File: src/rtl/axis_vec_pkg.sv
// Shared types for the AXI4-Stream vector transmitter: word type, FSM states, width helper.
package axis_vec_pkg;

   localparam int unsigned WORD_W = 32;

   typedef logic [WORD_W-1:0] word_t;

   typedef enum logic [1:0] {S_IDLE, S_SEND, S_DONE} tx_state_t;

   // Index width that stays legal for DEPTH == 1.
   function automatic int unsigned idx_width(input int unsigned depth);
      return (depth > 1) ? $clog2(depth) : 1;
   endfunction

endpackage

File: src/rtl/axis_vec_buf.sv
// DEPTH x word_t register file: one write port gated off while busy, one combinational read port.
module axis_vec_buf
   import axis_vec_pkg::*;
#(
   parameter int unsigned DEPTH = 20,
   parameter int unsigned AW    = 5
) (
   input  logic          clk,
   input  logic          wr_en,
   input  logic          busy,
   input  logic [AW-1:0] wr_addr,
   input  word_t         wr_data,
   input  logic [AW-1:0] rd_addr,
   output word_t         rd_data
);

   // Contents intentionally have no reset so a loaded vector survives areset.
   word_t mem [DEPTH];

   always_ff @(posedge clk) begin
      if (wr_en && !busy && (32'(wr_addr) < DEPTH)) begin
         mem[wr_addr] <= wr_data;
      end
   end

   assign rd_data = (32'(rd_addr) < DEPTH) ? mem[rd_addr] : '0;

endmodule

File: src/rtl/axis_vec_tx.sv
// AXI4-Stream vector transmitter: streams len buffered words with TLAST on the final beat.
// Optional transfer cycle counter enabled by defining AXIS_VEC_TX_PERF_EN.
module axis_vec_tx
   import axis_vec_pkg::*;
#(
   parameter int unsigned DEPTH = 20,
   localparam int unsigned AW   = idx_width(DEPTH),
   localparam int unsigned LW   = $clog2(DEPTH) + 1
) (
   input  logic              aclk,
   input  logic              areset,
   input  logic              wr_en,
   input  logic [AW-1:0]     wr_addr,
   input  logic [WORD_W-1:0] wr_data,
   input  logic [LW-1:0]     len,
   input  logic              start,
   output logic              busy,
   output logic              done,
   output logic              start_err,
   output logic [31:0]       cycles,
   output logic [WORD_W-1:0] OUTPUT_AXIS_TDATA,
   output logic              OUTPUT_AXIS_TLAST,
   output logic              OUTPUT_AXIS_TVALID,
   input  logic              OUTPUT_AXIS_TREADY
);

   tx_state_t     state_q;
   logic [AW-1:0] idx_q;
   logic [LW-1:0] len_q;
   logic          tvalid_q;
   logic          tlast_q;
   logic          busy_q;
   logic          done_q;
   logic          start_err_q;
   word_t         rd_data;
   logic          len_ok;
   logic          start_ok;
   logic          hs;

   assign len_ok   = (len != '0) && (len <= LW'(DEPTH));
   assign start_ok = (state_q == S_IDLE) && start && len_ok;
   assign hs       = tvalid_q && OUTPUT_AXIS_TREADY;

   axis_vec_buf #(
      .DEPTH (DEPTH),
      .AW    (AW)
   ) u_buf (
      .clk     (aclk),
      .wr_en   (wr_en),
      .busy    (busy_q),
      .wr_addr (wr_addr),
      .wr_data (wr_data),
      .rd_addr (idx_q),
      .rd_data (rd_data)
   );

   always_ff @(posedge aclk) begin
      if (areset) begin
         state_q     <= S_IDLE;
         idx_q       <= '0;
         len_q       <= '0;
         tvalid_q    <= 1'b0;
         tlast_q     <= 1'b0;
         busy_q      <= 1'b0;
         done_q      <= 1'b0;
         start_err_q <= 1'b0;
      end else begin
         done_q      <= 1'b0;
         start_err_q <= 1'b0;
         unique case (state_q)
            S_IDLE: begin
               if (start) begin
                  if (len_ok) begin
                     len_q    <= len;
                     idx_q    <= '0;
                     tvalid_q <= 1'b1;
                     tlast_q  <= (len == LW'(1));
                     busy_q   <= 1'b1;
                     state_q  <= S_SEND;
                  end else begin
                     start_err_q <= 1'b1;
                  end
               end
            end
            S_SEND: begin
               if (hs) begin
                  if (tlast_q) begin
                     tvalid_q <= 1'b0;
                     tlast_q  <= 1'b0;
                     done_q   <= 1'b1;
                     state_q  <= S_DONE;
                  end else begin
                     idx_q   <= idx_q + AW'(1);
                     // Next beat is last when idx+1 == len_q-1.
                     tlast_q <= ((LW'(idx_q) + LW'(2)) == len_q);
                  end
               end
            end
            S_DONE: begin
               busy_q  <= 1'b0;
               state_q <= S_IDLE;
            end
            default: begin
               state_q <= S_IDLE;
            end
         endcase
      end
   end

   assign busy               = busy_q;
   assign done               = done_q;
   assign start_err          = start_err_q;
   assign OUTPUT_AXIS_TVALID = tvalid_q;
   assign OUTPUT_AXIS_TLAST  = tlast_q;
   assign OUTPUT_AXIS_TDATA  = tvalid_q ? rd_data : '0;

`ifdef AXIS_VEC_TX_PERF_EN
   logic [31:0] cycles_q;

   always_ff @(posedge aclk) begin
      if (areset) begin
         cycles_q <= '0;
      end else if (start_ok) begin
         cycles_q <= '0;
      end else if ((state_q == S_SEND) && (cycles_q != 32'hFFFF_FFFF)) begin
         cycles_q <= cycles_q + 32'd1;
      end
   end

   assign cycles = cycles_q;
`else
   assign cycles = 32'h0;
`endif

endmodule

File: config.mk
export PLATFORM = sky130hd
export DESIGN_NAME = axis_vec_tx
export DESIGN_NICKNAME = d
export VERILOG_FILES = /design/src/rtl/axis_vec_pkg.sv /design/src/rtl/axis_vec_buf.sv /design/src/rtl/axis_vec_tx.sv
export SDC_FILE = /design/constraint.sdc
export NUM_CORES = 1
export LEC_CHECK = 0
export ABC_AREA = 1
export BUFFER_PORTS_ARGS = -buffer_cell sky130_fd_sc_hd__clkbuf_2
export CORE_MARGIN = 1
export CORE_UTILIZATION = 55
export CTS_CLUSTER_DIAMETER = 150
export CTS_CLUSTER_SIZE = 16
export DETAILED_ROUTE_END_ITERATION = 12
export GPL_TIMING_DRIVEN = 0
export PLACE_DENSITY = 0.79
export SLEW_MARGIN = 20
export SYNTH_ARGS = -nofsm -noshare
export SYNTH_HDL_FRONTEND = slang
export SYNTH_HIERARCHICAL = 1
export SYNTH_SLANG_ARGS = --single-unit
File: constraint.sdc
create_clock -name aclk -period 3.58 [get_ports aclk]
set_input_delay 0 -clock aclk [delete_from_list [all_inputs] [get_ports aclk]]
set_output_delay 0 -clock aclk [all_outputs]
set_load 0.01 [all_outputs]
==> impl_metrics.env <==
export IMPL_status="finished, violations left"
export IMPL_violations="design-rule violations"
export IMPL_nNetsFinal=2955
export IMPL_post_cts_setup_buffers=0
export IMPL_clkTransAtPathRegs_ns=0.08
export IMPL_pre_cts_slack_ns=1.085
export IMPL_setup_violations=0
export IMPL_hold_path_endpoint="u_buf/mem[0][31]"
export IMPL_num_vias=20474
export IMPL_first_pass_iters=12
export IMPL_die_y_um=229.2
export IMPL_cp_slowest_stage_delay_ns=0.52
export IMPL_start_kind="flop"
export IMPL_grt_usage_pct=28.73
export IMPL_drive_above_1_share_pct=10.61
export IMPL_power_density_nw_per_um2=495.4
export IMPL_hold_worst_slack_ns=0.1426
export IMPL_dieWidth_um=229.2
export IMPL_yosys_area_top_type_share_pct=67.69
export IMPL_clock_sinks=658
export IMPL_ir_worst_vdd_mv=0.3850
export IMPL_ys_seq_elements=658
export IMPL_finalCriticalPeriod_ns=3.209
export IMPL_yosysSeqAreaShare_pct=68.96
export IMPL_vias_per_cell=5.711
export IMPL_mappedNetlistArea_sq_um=28390
export IMPL_synth_area_leaders="edfxtp_1 68%, nand2_1 9.6%, nand3_1 6.5%, inv_1 5.0%, nor2_1 2.3%"
export IMPL_io_pins=117
export IMPL_synth_common_cells="725 x nand2_1, 640 x edfxtp_1, 377 x inv_1"
export IMPL_hp_class="in -> reg"
export IMPL_grt_pass1_wl_um=113700
export IMPL_cp_max_fo=10
export IMPL_syn_mean_instance_area_sq_um=10.61
export IMPL_syn_inst=2676
export IMPL_reg2regPathDepth=4
export IMPL_yosys_warnings=6
export IMPL_grt_max_degree=24
export IMPL_fin_ws_ns=0.3706
export IMPL_drv_cap=0
export IMPL_ys_flop_type="edfxtp_1"
export IMPL_root_buffer="clkbuf_16"
export IMPL_overflow=0
export IMPL_tightest_slew_ns=0.9341
export IMPL_portBuffers=83
export IMPL_wl_um=75670
export IMPL_finalClockSkew_ns=0.008219
export IMPL_hp_start="wr_addr[1]"
export IMPL_relSlewSlack_pct=37.73
export IMPL_worstPathCellList="buf_4 > inv_2 > nor2_1 > buf_2 > nand3_1 > nand2_1 > nor2_1 > a21oi_1 > nand2_1 > inv_1 > clkbuf_2"
export IMPL_crit_type="reg -> out"
export IMPL_postRouteAntennaNets=0
export IMPL_clock_fmax_mhz=311.6
export IMPL_wl_per_cell_um=21.11
export IMPL_slew_violations=0
export IMPL_drc_errors=1
export IMPL_reg2reg_slack_ns=1.04
export IMPL_synth_most_common_cell="nand2_1"
export IMPL_row_count=82
export IMPL_antenna_found_initial=0
export IMPL_stdcell_area_sq_um=32090
export IMPL_htree_num_levels=2
export IMPL_gp_congestion=0.8900
export IMPL_grt_pass1_vias=19864
export IMPL_synthDistinctLibCells=31
export IMPL_core_sq_um=50580
export IMPL_finalCritPeriodShare_pct=89.65
export IMPL_area_delta_synth_final_pct=13.02
export IMPL_yosysTopAreaCell="edfxtp_1"
export IMPL_antenna_diode_count=0
export IMPL_synth_edf_count=640
export IMPL_reg2reg_to="u_buf/mem[1][9]"
export IMPL_cts_resized=0
export IMPL_postPlaceCellArea_sq_um=30400
export IMPL_hold_viol=0
export IMPL_rsz0062_at_grt="no"
export IMPL_start_util_pct=56.13
export IMPL_synthArstFlopShare_pct=0
export IMPL_tritoncts="done"
export IMPL_cts_made_buffers=47
export IMPL_dp_hpwl_um=51160
export IMPL_reg2reg_from="busy"
export IMPL_die_area_sq_um=52530
export IMPL_dr_first_iter_drc_count=2846
export IMPL_hold_depth=4
export IMPL_crit_slowest_cell="nor2_1"
export IMPL_startpoint="idx_q[2]"
export IMPL_worstSetupEndpointType="output pin"
export IMPL_clk_latency_ns=0.59
export IMPL_clock_path_buffers=3
export IMPL_cp_required_ns=3.58
export IMPL_worstPathArrival_ns=3.21
export IMPL_p_leak_nw=13.31
sequential cells by signal, summed over array words and instances (netlist names), 2 cells and up:
| signal | flops |
|---|---|
| u_buf/mem | 640 |
| len_q | 6 |
| idx_q | 5 |
| state_q | 2 |
cell usage in the layout, fill, tap and decap left out, types with 3 or more instances in the layout:
cell type,synthesis,routed
nand3_1,369,369
nor2_4,0,19
edfxtp_1,640,640
a21oi_1,70,70
buf_16,0,12
buf_6,16,16
clkbuf_2,0,83
conb_1,1,32
clkbuf_16,0,47
buf_1,4,4
o21ai_0,69,69
dlygate4sd3_1,0,46
buf_2,64,64
inv_2,2,3
buf_12,0,8
dfxtp_1,18,18
clkbuf_1,40,48
buf_4,48,48
nor2_1,177,158
nor3_1,3,3
inv_1,377,376
nand2_1,725,725
o211ai_1,32,32
worst max-delay path: cells and delay by family, from the launching register on:
family	cells	cell delay, ns
AOI/OAI and AO/OA	1	0.24
buffers and inverters	5	1.00
DFF	1	0.46
and+or+nand+nor	5	0.90
where the power goes:
| part | internal, mW | switching (mW) | leakage [nW] | total [mW] |
|---|---|---|---|---|
| Combinational | 0.745 | 1.79 | 6.80 | 2.53 |
| Clock | 2.37 | 2.46 | 0.600 | 4.83 |
| Sequential | 8.50 | 0.0344 | 5.91 | 8.53 |
| Total | 11.6 | 4.28 | 13.3 | 15.9 |
kinds of logic after synthesis:
kind of cell	Yosys count	share of synthesized area, %
AND/OR/NAND/NOR	1284	18.75
flip-flops	658	68.96
buffers and inverters	552	8.637
AO/OA/AOI/OAI	176	3.459
XOR/XNOR	3	0.09256
adder cells (fa/ha/maj)	2	0.08812
other	1	0.01321
layout make-up:
| cell class | instances | area, sq um |
|---|---|---|
| Timing Repair Buffer | 149 | 1366 |
| Tap cell | 672 | 840.8 |
| Fill cell | 3752 | 18490 |
| Clock buffer | 55 | 1206 |
| Sequential cell | 658 | 19580 |
| Clock inverter | 2 | 25.02 |
| Multi-Input combinational cell | 1497 | 6620 |
| Buffer | 172 | 1026 |
| Inverter | 380 | 1426 |
worst max path at each step:
| stage | depth (start not counted) | to |
|---|---|---|
| global route | 11 | OUTPUT_AXIS_TDATA[26] |
| CTS | 11 | OUTPUT_AXIS_TDATA[26] |
| floorplan | 3 | u_buf/mem[11][0] |
| finish | 11 | OUTPUT_AXIS_TDATA[26] |
| detailed placement | 11 | OUTPUT_AXIS_TDATA[26] |
| global placement | 6 | u_buf/mem[11][9] |
through the flow:
step	instances	power [mW]	util [%]	setup TNS, ns
after floorplan	2707	10.19	-	0
after global routing	3585	16.40	63.44	0
after CTS	3585	15.87	63.44	0
after global placement	3462	11.01	58.85	-155.57
final	3585	15.90	63.44	0
after detailed placement	3482	11.12	60.10	0
per-layer routing:
metal / track usage (%) / wire length, um / share of wire [%] / vias up
li1: - / - / - / 9198
met1: 37.41 / 27320 / 36 / 9679
met2: 47.49 / 35960 / 48 / 1354
met3: 5.042 / 8963 / 12 / 243
met4: 12.56 / 3431 / 4.5 / 0
met5: 0 / 0 / 0 / -
timing repair:
action	in CTS	in global routing
endpoints found under the hold margin	658	0
endpoints found under the setup margin	0	0
hold buffers	46	0
Note: power is estimated with default switching activity, not from simulation.
